===== config.mk =====
export PLATFORM = sky130hd
export DESIGN_NAME = priority_dispatch_flat
export DESIGN_NICKNAME = d
export VERILOG_FILES = /design/src/rtl/priority_dispatch_if.sv /design/src/rtl/priority_dispatch.sv /design/src/flat_wrapper.sv
export SDC_FILE = /design/constraint.sdc
export NUM_CORES = 1
export LEC_CHECK = 0
export CAP_MARGIN = 20
export CELL_PAD_IN_SITES_DETAIL_PLACEMENT = 1
export CELL_PAD_IN_SITES_GLOBAL_PLACEMENT = 1
export CORE_MARGIN = 2
export CORE_UTILIZATION = 30
export DETAILED_ROUTE_END_ITERATION = 16
export GPL_TIMING_DRIVEN = 0
export PLACE_DENSITY = 0.9
export SETUP_SLACK_MARGIN = 0.3
export SLEW_MARGIN = 15
export SYNTH_ARGS = -nofsm -noshare
export SYNTH_HDL_FRONTEND = slang
export SYNTH_SLANG_ARGS = --single-unit

===== constraint.sdc =====
create_clock -name clk -period 2.19 [get_ports clk]
set_clock_uncertainty 0.05 [all_clocks]
set_input_delay 0.438 -clock clk [delete_from_list [all_inputs] [get_ports clk]]
set_output_delay 0.438 -clock clk [all_outputs]
set_load 0.05 [all_outputs]

===== src/rtl/priority_dispatch_if.sv =====
// priority_dispatch_if: upstream beat, per-output streams and status.
// slave = dispatcher view, master = driver/consumer view.
interface priority_dispatch_if #(
  parameter int OutputWidth = 4,
  parameter int DataWidth   = 8
);
  localparam int IdxW =
    (OutputWidth > 1) ? $clog2(OutputWidth) : 1;

  logic                                  in_vld_i;
  logic                                  in_rdy_o;
  logic [DataWidth-1:0]                  in_data_i;
  logic                                  in_last_i;
  logic [OutputWidth-1:0]                en_mask_i;
  logic [OutputWidth-1:0]                out_vld_o;
  logic [OutputWidth-1:0]                out_rdy_i;
  logic [OutputWidth-1:0][DataWidth-1:0] out_data_o;
  logic [OutputWidth-1:0]                out_last_o;
  logic                                  busy_o;
  logic [IdxW-1:0]                       lock_idx_o;
  logic [OutputWidth-1:0][15:0]          beat_cnt_o;

  modport slave (
    input  in_vld_i, in_data_i, in_last_i,
    input  en_mask_i, out_rdy_i,
    output in_rdy_o, out_vld_o, out_data_o,
    output out_last_o, busy_o, lock_idx_o,
    output beat_cnt_o
  );

  modport master (
    output in_vld_i, in_data_i, in_last_i,
    output en_mask_i, out_rdy_i,
    input  in_rdy_o, out_vld_o, out_data_o,
    input  out_last_o, busy_o, lock_idx_o,
    input  beat_cnt_o
  );
endinterface


===== src/rtl/priority_dispatch.sv =====
// priority_dispatch: routes each upstream beat to the lowest free enabled
// output; packets stay locked to one output until last.
// Ports: clk, rst_n (async low), bus (priority_dispatch_if.slave).
// Optional PRIORITY_DISPATCH_CNT_EN: saturating per-output beat counters.
module priority_dispatch #(
  parameter int OutputWidth = 4,
  parameter int DataWidth   = 8
) (
  input  logic                 clk,
  input  logic                 rst_n,
  priority_dispatch_if.slave   bus
);
  localparam int IdxW =
    (OutputWidth > 1) ? $clog2(OutputWidth) : 1;

  typedef enum logic {IDLE, LOCKED} state_t;

  state_t                                state_q, state_d;
  logic [IdxW-1:0]                       lock_q, lock_d;
  logic [IdxW-1:0]                       tgt_idx;
  logic [OutputWidth-1:0]                vld_q, last_q;
  logic [OutputWidth-1:0][DataWidth-1:0] data_q;
  logic [OutputWidth-1:0]                free, cand, target;
  logic                                  rdy, accept;

  // A slot can take a beat if empty or draining this cycle.
  assign free   = ~vld_q | bus.out_rdy_i;
  assign cand   = bus.en_mask_i & free;
  assign accept = bus.in_vld_i & rdy;

  always_comb begin
    target  = '0;
    rdy     = 1'b0;
    tgt_idx = '0;
    state_d = state_q;
    lock_d  = lock_q;
    unique case (state_q)
      IDLE: begin
        // Isolate lowest set bit of cand.
        target = cand & (~cand + OutputWidth'(1));
        rdy    = |cand;
      end
      LOCKED: begin
        target = OutputWidth'(1) << lock_q;
        rdy    = free[lock_q];
      end
      default: ;
    endcase
    for (int i = OutputWidth - 1; i >= 0; i--) begin
      if (target[i]) tgt_idx = IdxW'(i);
    end
    if (accept) begin
      unique case (state_q)
        IDLE: begin
          if (!bus.in_last_i) begin
            state_d = LOCKED;
            lock_d  = tgt_idx;
          end
        end
        LOCKED: begin
          if (bus.in_last_i) begin
            state_d = IDLE;
            lock_d  = '0;
          end
        end
        default: ;
      endcase
    end
  end

  always_ff @(posedge clk or negedge rst_n) begin
    if (!rst_n) begin
      state_q <= IDLE;
      lock_q  <= '0;
    end else begin
      state_q <= state_d;
      lock_q  <= lock_d;
    end
  end

  always_ff @(posedge clk or negedge rst_n) begin
    if (!rst_n) begin
      vld_q  <= '0;
      last_q <= '0;
      data_q <= '0;
    end else begin
      for (int i = 0; i < OutputWidth; i++) begin
        if (accept && target[i]) begin
          vld_q[i]  <= 1'b1;
          data_q[i] <= bus.in_data_i;
          last_q[i] <= bus.in_last_i;
        end else if (bus.out_rdy_i[i]) begin
          vld_q[i]  <= 1'b0;
        end
      end
    end
  end

  assign bus.in_rdy_o   = rdy;
  assign bus.out_vld_o  = vld_q;
  assign bus.out_data_o = data_q;
  assign bus.out_last_o = last_q;
  assign bus.busy_o     = (state_q == LOCKED);
  assign bus.lock_idx_o = lock_q;

`ifdef PRIORITY_DISPATCH_CNT_EN
  logic [OutputWidth-1:0][15:0] cnt_q;

  always_ff @(posedge clk or negedge rst_n) begin
    if (!rst_n) begin
      cnt_q <= '0;
    end else begin
      for (int i = 0; i < OutputWidth; i++) begin
        if (vld_q[i] && bus.out_rdy_i[i] &&
            cnt_q[i] != 16'hFFFF) begin
          cnt_q[i] <= cnt_q[i] + 16'd1;
        end
      end
    end
  end

  assign bus.beat_cnt_o = cnt_q;
`else
  assign bus.beat_cnt_o = '0;
`endif
endmodule


===== src/flat_wrapper.sv =====
// flat-port wrapper written by rule: the top's interface ports become plain ports
module priority_dispatch_flat 
#(
  parameter int OutputWidth = 4,
  parameter int DataWidth   = 8
)
  (clk, rst_n, bus_in_vld_i, bus_in_data_i, bus_in_last_i, bus_en_mask_i, bus_out_rdy_i, bus_in_rdy_o, bus_out_vld_o, bus_out_data_o, bus_out_last_o, bus_busy_o, bus_lock_idx_o, bus_beat_cnt_o);
  priority_dispatch_if #(.OutputWidth(OutputWidth), .DataWidth(DataWidth)) bus_i ();
  input  logic clk;
  input  logic rst_n;
  input wire logic [$bits(bus_i.in_vld_i)-1:0] bus_in_vld_i;
  input wire logic [$bits(bus_i.in_data_i)-1:0] bus_in_data_i;
  input wire logic [$bits(bus_i.in_last_i)-1:0] bus_in_last_i;
  input wire logic [$bits(bus_i.en_mask_i)-1:0] bus_en_mask_i;
  input wire logic [$bits(bus_i.out_rdy_i)-1:0] bus_out_rdy_i;
  output wire logic [$bits(bus_i.in_rdy_o)-1:0] bus_in_rdy_o;
  output wire logic [$bits(bus_i.out_vld_o)-1:0] bus_out_vld_o;
  output wire logic [$bits(bus_i.out_data_o)-1:0] bus_out_data_o;
  output wire logic [$bits(bus_i.out_last_o)-1:0] bus_out_last_o;
  output wire logic [$bits(bus_i.busy_o)-1:0] bus_busy_o;
  output wire logic [$bits(bus_i.lock_idx_o)-1:0] bus_lock_idx_o;
  output wire logic [$bits(bus_i.beat_cnt_o)-1:0] bus_beat_cnt_o;
  assign bus_i.in_vld_i = bus_in_vld_i;
  assign bus_i.in_data_i = bus_in_data_i;
  assign bus_i.in_last_i = bus_in_last_i;
  assign bus_i.en_mask_i = bus_en_mask_i;
  assign bus_i.out_rdy_i = bus_out_rdy_i;
  assign bus_in_rdy_o = bus_i.in_rdy_o;
  assign bus_out_vld_o = bus_i.out_vld_o;
  assign bus_out_data_o = bus_i.out_data_o;
  assign bus_out_last_o = bus_i.out_last_o;
  assign bus_busy_o = bus_i.busy_o;
  assign bus_lock_idx_o = bus_i.lock_idx_o;
  assign bus_beat_cnt_o = bus_i.beat_cnt_o;
  priority_dispatch #(.OutputWidth(OutputWidth), .DataWidth(DataWidth)) u_core (.clk(clk), .rst_n(rst_n), .bus(bus_i));
endmodule

After elaboration in Yosys (flattened, before gate mapping)

Cells that the tools add are included.

Bits in registers: 43
Bits in latches: 0
RAM bits: 0
ROM bits: 0
Input port bits: 20
Output and inout port bits: 108
Logic and storage cells: 56
Memories: 0

Add/subtract/negate cells: 1
$mul: 0
Div/mod/pow operators: 0
Magnitude comparators: 1
Eq/ne operators: 2
Shifts and indexed selects: 1
Multiplexer cells: 20
Bitwise operators: 7
Reductions and logical operators: 10

Operators by type and width:

| kind                                                       | count |
|---|---|
| two-way mux 2 bit                                          | 6 |
| two-way mux 1 bit                                          | 10 |
| bitwise AND 4 bit                                          | 2 |
| NOT 4 bit                                                  | 2 |
| case mux 4 bit (2 select lines)                            | 1 |
| nonzero test 2 bit                                         | 4 |
| adder 4 x 1 -> 4 bit, second input constant                | 1 |
| logical AND 1 bit                                          | 4 |
| inequality test 2 bit, second input constant               | 2 |
| OR 4 bit                                                   | 1 |
| case mux 2 bit (2 select lines)                            | 1 |
| OR reduction 4 bit                                         | 1 |
| << shifter 1 x 2 -> 4 bit, first input constant            | 1 |
| less-than comparator 2 x 3 -> 1 bit, second input constant | 1 |
| AND reduction 3 bit                                        | 1 |
| binary-select mux 1 bit (select 2 bit)                     | 1 |
| case mux 1 bit (2 select lines)                            | 1 |
| bitwise AND 1 bit                                          | 1 |
| NOT 1 bit                                                  | 1 |

Depth between registers and ports, before layout

Depth after elaboration: 13
Mapped depth: 6
Depth with buffers taken out: 5

Worst setup path before layout

OpenSTA, ideal clock, no wires.

Kind: register -> output
From: register u_core.lock_q[1] (netlist: u_core.bus.lock_idx_o[1])
To: output port bus_in_rdy_o
Data arrival time: 1851 ps
Data required time: 1702 ps
Setup slack: -149 ps
Cell stages (with the launch flop): 5
Buffers on the path: 1
Cell sequence: dfrtp_1 > mux4_2 > nand2b_4 > buf_6 > and2_1

Cells in the longest elaborated chain, start to end: 3

RTL lines:

| item                                    | RTL line                | RTL |
|---|---|---|
| start: declaration                      | priority_dispatch.sv:19 | `logic [IdxW-1:0] lock_q, lock_d;` |
| start signal: assignment                | priority_dispatch.sv:77 | `lock_q <= lock_d;` |
| binary-select mux 1 bit (select 2 bit)  | priority_dispatch.sv:45 | `rdy = free[lock_q];` |
| two-way mux 1 bit (implied by the code) | priority_dispatch.sv:45 |  |
| case mux 1 bit (2 select lines)         | priority_dispatch.sv:37 | `unique case (state_q)` |
| end: declaration                        | flat_wrapper.sv:16      | `output wire logic [$bits(bus_i.in_rdy_o)-1:0] bus_in_rdy_o;` |

Every way passes these cells. The select of a mux whose other input is x is not followed.

Final worst setup path

From: input port bus_out_rdy_i[1]
To: output port bus_in_rdy_o

Cells in the longest elaborated chain, start to end: 4
Elaborated cells between the ends (all ways): 6
Classes of those cells: 3 x mux; 2 x bitwise; 1 x reduce/logical

RTL lines:

| item                                                                          | RTL line                                         | RTL |
|---|---|---|
| start: declaration                                                            | flat_wrapper.sv:15                               | `input wire logic [$bits(bus_i.out_rdy_i)-1:0] bus_out_rdy_i;` |
| OR 4 bit *                                                                    | priority_dispatch.sv:27                          | `assign free = ~vld_q \| bus.out_rdy_i;` |
| binary-select mux 1 bit (select 2 bit) or bitwise AND 4 bit (tied branches)   | priority_dispatch.sv:45, priority_dispatch.sv:28 |  |
| two-way mux 1 bit (implied by the code) or OR reduction 4 bit (tied branches) | priority_dispatch.sv:45, priority_dispatch.sv:41 |  |
| case mux 1 bit (2 select lines) *                                             | priority_dispatch.sv:37                          |  |

Every way passes the cells marked *; elsewhere a longest branch is shown, timed or not. The select of a mux whose other input is x is not followed.

==> metrics.cfg <==
[run_status]
outcome = finished, violations left
violations = setup timing

[floorplan]
placementRows = 32
start_util = 0.310
die_area_um2 = 8770
coreArea_um2 = 7770
dieHeight_um = 93.6
die_x_um = 93.6
ios = 128

[synth]
ys_warn_count = 0
ys_seq_area_frac = 0.447
synth_flop_cell = dfrtp_1
netlist-cell-type-count = 30
synth_area_um2 = 2410
yosys-top-cells-area = dfrtp_1, buf_4, mux2_2, mux2_4, nand2b_4
synth_area_per_cell_um2 = 12.4
synth_top_area_share = 0.447
synth_edf_count = 0
syn_inst = 194
synth.top_cells.by_count = buf_4, dfrtp_1, mux2_2, nand2_1, mux2_4
synth_seq_cells = 43
synth_top_area_cell = dfrtp_1
synth.most_common_cell = buf_4
async_flop_share = 1.00

[sta]
maxSlewViolCount = 0
finalCriticalPeriod_ns = 2.27
post-route-period-util = 1.03
relSlewSlack = 0.644
finalSetupViolCount = 9
fmax_mhz = 441
rsz0062_at_grt = yes
finalWorstSetupSlack_ns = -0.0761
worst_pin_slew_ns = 0.536
hold_viol = 0
hold_ws_ns = 0.0512

[final_layout]
drive_above_1_share = 0.460
fin_area_um2 = 3890
area_delta_synth_final_pct = 61.3
antenna_cells = 0
nets = 371

[place]
gp_congestion = 0.808
dp_hpwl_um = 4620
dpl_worst_slack_ns = -0.939
place_area_um2 = 3480
portBuffers = 62

[setup_path]
start_kind = input pin
r2r_cells = 9
r2r_setup_slack_ns = -0.01
reg2reg_from = u_core.bus.out_vld_o[1]
worstSetupPathType = input pin to primary output
worstPathArrival_ns = 1.78
end_kind = primary output
crit_fanout = 2
timing.rr.end = u_core.bus.out_data_o[17]
critPathRequiredTime_ns = 1.70

[grt]
grt_use_total = 0.151
grt_max_degree = 26
overflow = 0
antenna_found_initial = 0
grt_pass1_wl_um = 9960
first_global_vias = 1922

[route]
drt_iter0_drc = 59
num_vias = 1855
vias_per_cell = 4.09
routed_wl_um = 7170
wire_per_inst_um = 15.8
drc = 0
ant_nets = 0
firstDrtPassIters = 4

[power]
ir_drop_uv = 528
total_power_mw = 4.70
power_density_nw_per_um2 = 1210
p_leak_nw = 2.12

[clocking]
cts_made_buffers = 5
clkLatencyLatePin_ns = 0.30
clockBufferDepth = 2
cts_root_buf = clkbuf_8
clkTransAtPathRegs_ns = 0.08
cts_sinks = 43
cts_tree = yes
ctsHtreeMaxLevel = 2

[job]
drv_cap = 0

[hold_path]
holdCritPathClass = input pin to async pin

==> report_power, final <==
part           leakage, nW  switching, mW  internal [mW]  total, mW
clock               0.0443          0.291          0.228      0.519
sequential           0.519          0.194           1.12       1.31
combinational         1.55           1.89          0.975       2.87
==> cells by family (layout without fill, tap and decap cells) <==
family                 after synthesis  count (layout)  synth area share
AO/OA/AOI/OAI                       12              12            0.0499
XOR/XNOR                             1               1           0.00364
buffers and inverters               68             162             0.209
flip-flops                          43              43             0.447
multiplexers                        39              39             0.202
other                                1              64           0.00156
AND/OR/NAND/NOR                     30              31            0.0867
==> cells in the final DEF (no fill, tap or decap), types with 6 or more instances in the layout <==
master and count:
mux2_2 10, dlygate4sd2_1 44, mux2_4 28, nand2_1 11, conb_1 64, dfrtp_1 37, clkdlybuf4s50_1 11, buf_12 6
buf_4 75, dfrtp_2 6
==> worst max path at each step <==
stage / startpoint / to / slack, ns / cells after the start
after global routing: u_core.bus.out_vld_o[1] / bus_in_rdy_o / -0.12 / 6
after detailed placement: bus_out_rdy_i[2] / bus_in_rdy_o / -0.94 / 7
final: bus_out_rdy_i[1] / bus_in_rdy_o / -0.08 / 7
after floorplan: u_core.bus.lock_idx_o[1] / bus_in_rdy_o / 0.15 / 4
after global placement: bus_out_rdy_i[2] / bus_in_rdy_o / -0.89 / 7
after CTS: u_core.bus.out_vld_o[2] / bus_in_rdy_o / -0.08 / 6
==> layout make-up <==
class                           count  area (µm²)
Buffer                             67         504
Clock inverter                      3        25.0
Tap cell                          102         128
Inverter                            1        3.75
Clock buffer                        5        68.8
Sequential cell                    43        1080
Multi-Input combinational cell    147        1200
Timing Repair Buffer               86         877
Fill cell                         865        3880
==> through the flow <==
| step | TNS (ns) | util | instances |
|---|---|---|---|
| detailed placement | -14.06 | 0.448 | 422 |
| global route | -0.707 | 0.500 | 454 |
| finish | -0.151 | 0.500 | 454 |
| floorplan | 0 | - | 257 |
| CTS | -0.201 | 0.483 | 446 |
| global placement | -35.17 | 0.447 | 421 |
==> metal layers <==
| metal | up-vias | GRT usage | share of wire |
|---|---|---|---|
| met5 | - | 0 | 0 |
| met4 | 0 | 0.0411 | 0.0085 |
| met3 | 8 | 0.0411 | 0.069 |
| met2 | 94 | 0.285 | 0.54 |
| met1 | 905 | 0.164 | 0.38 |
| li1 | 848 | - | - |
==> registers in the layout, indices dropped and copies added, names as in the netlist <==
name and cells:
u_core.bus.busy_o 1, u_core.bus.lock_idx_o 2, u_core.bus.out_last_o 4, u_core.bus.out_data_o 32
u_core.bus.out_vld_o 4
==> critical path, cell delays in order <==
cell	delay [ns]
clkdlybuf4s15_1	0.17
nand2b_4	0.16
mux4_2	0.46
nand2b_4	0.16
buf_8	0.12
and2_4	0.13
buf_8	0.14
==> repair_timing <==
item                                    4_1_cts  5_1_grt
endpoints found under the setup margin       85       33
gates cloned                                  2        1
hold buffers                                  0        0
pin swaps                                     3        1
gates resized for setup                      68       14
buffers inserted                             14        7
No activity file was read; power rests on OpenSTA's default activity.
